[src/rtl/uart_pkg.sv]
// Shared UART definitions: receiver state encoding and the default frame/oversample
// constants used by the transmitter, receiver and baud generator.
package uart_pkg;

  localparam int DEFAULT_DATA_WIDTH      = 8;
  localparam int DEFAULT_OVERSAMPLE_RATE = 16;

  typedef enum logic [2:0] {
    IDLE      = 3'd0,
    START     = 3'd1,
    DATA      = 3'd2,
    STOP      = 3'd3,
    WAIT_HIGH = 3'd4
  } rx_state_e;

endpackage

[src/rtl/rx_sync.sv]
// Two-flop synchroniser for the asynchronous serial line; resets to the idle-high level.
module rx_sync (
  input  logic clk,
  input  logic rst_n,
  input  logic i_async,
  output logic o_sync
);

  logic r_meta;
  logic r_sync;

  // Two-stage capture of the line
  always_ff @(posedge clk or negedge rst_n) begin
    if (!rst_n) begin
      r_meta <= 1'b1;
      r_sync <= 1'b1;
    end else begin
      r_meta <= i_async;
      r_sync <= r_meta;
    end
  end

  assign o_sync = r_sync;

endmodule

[src/rtl/uart_receiver.sv]
// UART receiver: oversampled start detection, mid-bit sampling of an LSB-first word,
// and a one-cycle valid or framing-error pulse at the mid stop bit.
module uart_receiver
  import uart_pkg::*;
#(
  parameter int DATA_WIDTH      = DEFAULT_DATA_WIDTH,
  parameter int OVERSAMPLE_RATE = DEFAULT_OVERSAMPLE_RATE
) (
  input  logic                  clk,
  input  logic                  rst_n,
  input  logic                  tick,
  input  logic                  rx_in,
  output logic [DATA_WIDTH-1:0] rx_out,
  output logic                  rx_dv,
  output logic                  frame_err,
  output logic                  rx_busy
);

  localparam int TCW = $clog2(OVERSAMPLE_RATE) + 1;
  localparam int BCW = $clog2(DATA_WIDTH) + 1;
  localparam logic [TCW-1:0] MID_CNT  = TCW'(OVERSAMPLE_RATE / 2 - 1);
  localparam logic [TCW-1:0] LAST_CNT = TCW'(OVERSAMPLE_RATE - 1);
  localparam logic [BCW-1:0] LAST_BIT = BCW'(DATA_WIDTH - 1);

  logic                  w_rx_s;
  rx_state_e             r_state,     w_state_nxt;
  logic [TCW-1:0]        r_tick_cnt,  w_tick_cnt_nxt;
  logic [BCW-1:0]        r_bit_cnt,   w_bit_cnt_nxt;
  logic [DATA_WIDTH-1:0] r_shift,     w_shift_nxt;
  logic [DATA_WIDTH-1:0] r_rx_out,    w_rx_out_nxt;
  logic                  r_rx_dv,     w_rx_dv_nxt;
  logic                  r_frame_err, w_frame_err_nxt;
  logic                  r_busy;

  rx_sync u_rx_sync (
    .clk     (clk),
    .rst_n   (rst_n),
    .i_async (rx_in),
    .o_sync  (w_rx_s)
  );

  // Next-state, counter, shift and output-pulse decode; everything advances only on tick
  always_comb begin
    w_state_nxt     = r_state;
    w_tick_cnt_nxt  = r_tick_cnt;
    w_bit_cnt_nxt   = r_bit_cnt;
    w_shift_nxt     = r_shift;
    w_rx_out_nxt    = r_rx_out;
    w_rx_dv_nxt     = 1'b0;
    w_frame_err_nxt = 1'b0;
    if (tick) begin
      case (r_state)
        IDLE: begin
          if (!w_rx_s) begin
            w_state_nxt    = START;
            w_tick_cnt_nxt = {TCW{1'b0}};
          end else begin
            w_state_nxt = IDLE;
          end
        end
        START: begin
          if (r_tick_cnt == MID_CNT) begin
            if (!w_rx_s) begin
              w_state_nxt    = DATA;
              w_tick_cnt_nxt = {TCW{1'b0}};
              w_bit_cnt_nxt  = {BCW{1'b0}};
            end else begin
              w_state_nxt = IDLE;
            end
          end else begin
            w_tick_cnt_nxt = r_tick_cnt + TCW'(1);
          end
        end
        DATA: begin
          if (r_tick_cnt == LAST_CNT) begin
            for (int i = 0; i < DATA_WIDTH; i++) begin
              w_shift_nxt[i] = (r_bit_cnt == BCW'(i)) ? w_rx_s : r_shift[i];
            end
            w_tick_cnt_nxt = {TCW{1'b0}};
            if (r_bit_cnt == LAST_BIT) begin
              w_state_nxt = STOP;
            end else begin
              w_bit_cnt_nxt = r_bit_cnt + BCW'(1);
            end
          end else begin
            w_tick_cnt_nxt = r_tick_cnt + TCW'(1);
          end
        end
        STOP: begin
          if (r_tick_cnt == LAST_CNT) begin
            w_tick_cnt_nxt = {TCW{1'b0}};
            if (w_rx_s) begin
              w_rx_out_nxt = r_shift;
              w_rx_dv_nxt  = 1'b1;
              w_state_nxt  = IDLE;
            end else begin
              w_frame_err_nxt = 1'b1;
              w_state_nxt     = WAIT_HIGH;
            end
          end else begin
            w_tick_cnt_nxt = r_tick_cnt + TCW'(1);
          end
        end
        WAIT_HIGH: begin
          // A held-low (break) line must not be mistaken for a new start bit
          if (w_rx_s) begin
            w_state_nxt = IDLE;
          end else begin
            w_state_nxt = WAIT_HIGH;
          end
        end
        default: begin
          w_state_nxt = IDLE;
        end
      endcase
    end else begin
      w_state_nxt = r_state;
    end
  end

  // State, counters, shift register and registered outputs
  always_ff @(posedge clk or negedge rst_n) begin
    if (!rst_n) begin
      r_state     <= IDLE;
      r_tick_cnt  <= {TCW{1'b0}};
      r_bit_cnt   <= {BCW{1'b0}};
      r_shift     <= {DATA_WIDTH{1'b0}};
      r_rx_out    <= {DATA_WIDTH{1'b0}};
      r_rx_dv     <= 1'b0;
      r_frame_err <= 1'b0;
      r_busy      <= 1'b0;
    end else begin
      r_state     <= w_state_nxt;
      r_tick_cnt  <= w_tick_cnt_nxt;
      r_bit_cnt   <= w_bit_cnt_nxt;
      r_shift     <= w_shift_nxt;
      r_rx_out    <= w_rx_out_nxt;
      r_rx_dv     <= w_rx_dv_nxt;
      r_frame_err <= w_frame_err_nxt;
      r_busy      <= (w_state_nxt != IDLE);
    end
  end

  assign rx_out    = r_rx_out;
  assign rx_dv     = r_rx_dv;
  assign frame_err = r_frame_err;
  assign rx_busy   = r_busy;

endmodule
[config.mk]
export PLATFORM = sky130hd
export DESIGN_NAME = uart_receiver
export DESIGN_NICKNAME = d
export VERILOG_FILES = /design/src/rtl/uart_pkg.sv /design/src/rtl/rx_sync.sv /design/src/rtl/uart_receiver.sv
export SDC_FILE = /design/constraint.sdc
export NUM_CORES = 1
export LEC_CHECK = 0
export CAP_MARGIN = 40
export CORE_UTILIZATION = 50
export DETAILED_ROUTE_END_ITERATION = 6
export GPL_ROUTABILITY_DRIVEN = 0
export PLACE_DENSITY = 0.71
export SLEW_MARGIN = 10
export SYNTH_ARGS = -nofsm -noshare
export SYNTH_HDL_FRONTEND = slang
export SYNTH_SLANG_ARGS = --single-unit
[constraint.sdc]
create_clock -name clk -period 3.1 [get_ports clk]
set_input_delay 0.775 -clock clk [delete_from_list [all_inputs] [get_ports clk]]
set_output_delay 0.775 -clock clk [all_outputs]
set_load 0.005 [all_outputs]
# --- After elaboration in Yosys (flattened, before gate mapping) ---
# Index checks and enable logic that the tools add are counted.
totals:
  regBits: 33
  out_inout_bits: 11
  wordCells: 79
op_classes:
  n_addsub: 2
  eq_ne: 17
  mux: 26
  n_reduce_logical: 17
op_table:
  columns: ["op", "n"]
  rows:
  - ["4-bit AND reduction", 9]
  - ["3-bit two-way mux", 6]
  - ["4-bit by 3-bit equality test with 1-bit output (second input constant)", 4]
  - ["4-bit two-way mux", 4]
  - ["5-bit two-way mux", 3]
  - ["3-bit one-hot mux with 5 select lines", 1]
  - ["5-bit one-hot mux with 3 select lines", 1]
  - ["1-bit two-way mux", 9]
  - ["4-bit by 2-bit equality test with 1-bit output (second input constant)", 2]
  - ["2-bit != test (second input constant)", 4]
  - ["4-bit one-hot mux with 2 select lines", 1]
  - ["3-bit by 2-bit equality test with 1-bit output (second input constant)", 2]
  - ["6-bit AND reduction", 1]
  - ["3-bit nonzero test", 2]
  - ["5-bit by 1-bit adder with 5-bit output (second input constant)", 1]
  - ["5-bit by 3-bit equality test with 1-bit output (second input constant)", 1]
  - ["5-bit by 4-bit equality test with 1-bit output (second input constant)", 1]
  - ["4-bit by 1-bit adder with 4-bit output (second input constant)", 1]
  - ["4-bit by 1-bit equality test with 1-bit output (second input constant)", 1]
  - ["4-bit logical NOT", 1]
  - ["3-bit by 1-bit equality test with 1-bit output (second input constant)", 1]
  - ["3-bit equality test (second input constant)", 1]
  - ["3-bit logical NOT", 1]
  - ["2-bit two-way mux", 1]
  - ["other kinds (3)", 3]

# --- Longest topological paths before layout ---
logic_depth:
  word_depth: 6
  mapped_depth: 7

# --- By module ---
# Synthesis repeated with hierarchy kept, for this count alone.
unflattened:
  cells_unflattened: 139
  area_unflattened_um2: 1639.1
by_module_without_submodules:
  columns: ["mod", "instances", "cells_each", "area_per_inst_um2", "seq_area_each_um2"]
  rows:
  - ["uart_receiver", 1, 137, 1586.5, 775.7]
  - ["rx_sync", 1, 2, 52.6, 52.6]

# --- Worst setup path before layout ---
# Ideal clock, no wire load.
synth_path:
  path_type: "flip-flop to flip-flop"
  from: "register r_tick_cnt[0]"
  to: "register r_bit_cnt[0]"
  arrival_ns: 1.795
  t_required_ns: 2.972
  path_slack_ns: 1.177
  stages_incl_launch_ff: 8
  path_buffers: 0
  period_less_slack_ns: 1.923
  path_cell_list: "dfrtp_1 > ha_1 > and3_1 > ha_1 > and4bb_1 > o21ai_1 > a21boi_1 > mux2_1"
synth_via:
  elab_chain_len: 3
  word_cells_on_any_way: 5
synth_rtl:
  columns: ["item", "line", "rtl"]
  rows:
  - ["start, declared", "uart_receiver.sv:27", "logic [TCW-1:0] r_tick_cnt, w_tick_cnt_nxt;"]
  - ["start signal, assigned", "uart_receiver.sv:125", "r_tick_cnt <= {TCW{1'b0}};"]
  - ["start signal, assigned", "uart_receiver.sv:134", "r_tick_cnt <= w_tick_cnt_nxt;"]
  - ["5-bit by 4-bit equality test with 1-bit output or 5-bit by 3-bit equality test with 1-bit output (tied branches)", "uart_receiver.sv:75, uart_receiver.sv:62", null]
  - ["2-bit != test (no source line)", null, null]
  - ["6-bit AND reduction (no source line) (*)", null, null]
  - ["end signal, assigned", "uart_receiver.sv:126", "r_bit_cnt <= {BCW{1'b0}};"]
  - ["end signal, assigned", "uart_receiver.sv:135", "r_bit_cnt <= w_bit_cnt_nxt;"]
  - ["end, declared", "uart_receiver.sv:28", "logic [BCW-1:0] r_bit_cnt, w_bit_cnt_nxt;"]
# Mark *: on every way between the ends. The rest lies on a longest branch, timed or not.
# A chain may end at the register's enable or synchronous reset.

# --- Worst setup path in the final report ---
layout_path:
  from: "input tick"
  to: "register r_rx_out[7], in the netlist rx_out[7]"
layout_via:
  elab_chain_len: 1
layout_rtl:
  columns: ["item", "line", "rtl"]
  rows:
  - ["start, declared", "uart_receiver.sv:11", "input logic tick,"]
  - ["4-bit AND reduction (no source line)", null, null]
  - ["end signal, assigned", "uart_receiver.sv:128", "r_rx_out <= {DATA_WIDTH{1'b0}};"]
  - ["end signal, assigned", "uart_receiver.sv:137", "r_rx_out <= w_rx_out_nxt;"]
  - ["end, declared", "uart_receiver.sv:30", "logic [DATA_WIDTH-1:0] r_rx_out, w_rx_out_nxt;"]
# Every way passes these cells.

==> results.toml <==
[floorplan]
rows = 20
io_pins = 15
die_h_um = 59.3
design.core.area_sq_mm = 0.00308
initial_core_util = 0.534
die_w_um = 59.3
dieArea_sq_mm = 0.00352

[clocking]
cts_tree = "done"
htreeDepth = 2
cts_resized = 0
insertion_delay_ns = 0.34
clockRootBuffer = "clkbuf_4"
cts.clk_slew.worst_paths_ns = 0.10
clock_sinks = 33
post_cts_buffers = 0
numCtsBuffers = 5
cts_hold_buf = 0
clk_path_buf_depth = 2

[critical_path]
critPathRequiredTime_ns = 3.34
start_kind = "input pin"
critPathKind = "in2reg"
cp_max_fo = 14
cp.arrival_ns = 2.62
worstSetupEndpointType = "flop"

[place]
numPortBuffers = 14
hpwlAfterDp_um = 2000

[route]
drtIter0Drc = 31
wirelength_um = 2870
viasPerCell = 5.50
num_vias = 1139
ant_nets = 0
drc = 0
first_pass_iters = 4
wl_per_cell_um = 13.9

[global_route]
gr-total-overflow = 0
grtUsageMet3 = 0.0721
grt_pass1_vias = 1090
grt_pass1_wl_um = 4970
gr-usage-met1 = 0.247
grt_use_met2 = 0.308
grt.busiest_layer = "met2"
antenna_found_initial = 0
grt_max_degree = 34
track_usage = 0.199

[timing]
worstMarginPinSlew_ns = 0.474
finalHoldViolCount = 0
finalClockSkew_ns = 0.00806
drv_slew = 0
holdWs_ns = 0.363
rsz0062_at_grt = "no"
fin_crit_ns = 2.38
clock.fmax_ghz = 0.421
setup_tns_ns = 0
post-route-period-util = 0.767
setup_viol_count_final = 0
relSlewSlack = 0.683

[synthesis]
yosysTopAreaCell = "dfrtp_1"
synthDistinctLibCells = 35
netlist_instances = 144
yosysWarnings = 0
synthMuxAreaShare = 0.129
synth-xor-area-share = 0.00533
synth-seq-area-share = 0.504
synth-edff-count = 0
synth-seq-cells = 33
synth_fa_ha_area_frac = 0.0609
synthArstFlopShare = 1.00
avgSynthCellArea_sq_um = 11.4
synth_compound_area_frac = 0.104
synth_top_area_share = 0.472
synth_simple_gate_area_frac = 0.161
synth_ff_type = "dfrtp_1"
netlist_area_sq_mm = 0.00164
synth_top_family_by_area = "simple AND/OR/NAND/NOR gates"
synth.top_cells.by_area = "dfrtp_1 47%, mux2_1 6.8%, ha_1 6.1%"
synth_nets = 156

[power]
p_leak_nw = 0.845
total_power_mw = 1.07
p_per_area_mw_per_mm2 = 568
ir_worst_vdd_mv = 0.278

[final_layout]
areaGrowthSynthToFinish_pct = 14.8
num_antenna_cells = 0
nets = 174
fill_cells = 251
drive_gt1_frac = 0.147

[outcome]
status = "finished clean"

[run]
cap_violations = 0

[worst_hold_path]
hp-class = "reg2reg"
[registers in the layout, summed over array words and instances (netlist names), 3 cells and up]
signal,cells
r_state,3
r_tick_cnt,5
rx_out,8
r_shift,8
r_bit_cnt,4
[kinds of logic (layout without fill, tap and decap cells)]
logic type,after synthesis,count (layout)
mux,19,19
flops,33,33
fa+ha+maj,8,8
compound gates,24,24
xor+xnor,1,1
buf+inv,16,35
simple gates,43,43
[final cells by class]
class / count / area (sq um) / share of cell area
clock buffer: 5 / 37.5 / 0.0199
clock inverter: 3 / 17.5 / 0.00928
inverter: 12 / 45.0 / 0.0239
multi-input combinational: 95 / 756 / 0.401
sequential: 33 / 828 / 0.439
tap: 44 / 55.1 / 0.0292
timing repair buffer: 15 / 148 / 0.0782
[Yosys cell counts, types with 2 or more instances]
| master | number |
|---|---|
| dfrtp_1 | 31 |
| nand2_1 | 18 |
| inv_1 | 12 |
| mux2_1 | 10 |
| ha_1 | 8 |
| mux2_2 | 8 |
| nor2_1 | 5 |
| clkbuf_1 | 4 |
| o22ai_1 | 4 |
| a211oi_1 | 3 |
| a21oi_1 | 3 |
| nand2b_1 | 3 |
| nand4_1 | 3 |
| o21ai_1 | 3 |
| a21boi_1 | 2 |
| a21o_1 | 2 |
| a31oi_1 | 2 |
| dfstp_2 | 2 |
| nand3_1 | 2 |
| nor4_4 | 2 |
| o31a_1 | 2 |
| or4_1 | 2 |
[routing by layer]
metal | wire [um] | up-vias
met5 | 0 | -
met4 | 61 | 0
met3 | 95 | 6
met2 | 1330 | 17
met1 | 1380 | 568
li1 | - | 548
[layout by cell type (no fill, tap or decap), drive strengths merged, types with 2 or more instances in the layout]
cell            n
dfrtp          31
nor4            2
nand2          18
nand2b          3
a31oi           2
clkbuf          5
nor2            6
or4             2
a21o            2
ha              8
a21boi          2
inv            12
a211oi          3
or3b            2
nand4           3
clkdlybuf4s50  14
nand3           2
o22ai           4
clkinv          2
dfstp           2
o31a            2
mux2           18
a21oi           3
o21ai           3
[worst paths after layout]
path,start,to,slack [ns],cells past startpoint
setup / recovery,tick,rx_out[7],0.72,4
hold / removal,u_rx_sync.r_meta,u_rx_sync.o_sync,0.36,0
setup reg to reg,r_tick_cnt[0],r_bit_cnt[3],0.86,7
hold reg to reg,u_rx_sync.r_meta,u_rx_sync.o_sync,0.36,0
max in group asynchronous,rst_n,u_rx_sync.o_sync,1.94,2
min in group asynchronous,rst_n,rx_out[4],0.82,2
[power by group]
part           switching (mW)  internal (mW)  total (mW)
registers              0.0853          0.484       0.570
clock network           0.150         0.0853       0.235
logic                   0.140          0.126       0.266
[critical path: stages]
cell	delay, ns
clkdlybuf4s50_1	0.76
nand4_1	0.25
nor2_2	0.44
mux2_2	0.39
[per-stage QoR]
| step | cell area [sq um] | worst slack [ns] | cells | util |
|---|---|---|---|---|
| 2_1_floorplan | 1640 | 1.18 | 144 | - |
| 3_3_place_gp | 1830 | 0.463 | 199 | 0.595 |
| 3_5_place_dp | 1830 | 0.357 | 199 | 0.595 |
| 4_1_cts | 1890 | 0.754 | 207 | 0.613 |
| 5_1_grt | 1890 | 0.639 | 207 | 0.613 |
| 6_report | 1890 | 0.724 | 207 | 0.613 |
(Power assumes the default switching activity.)
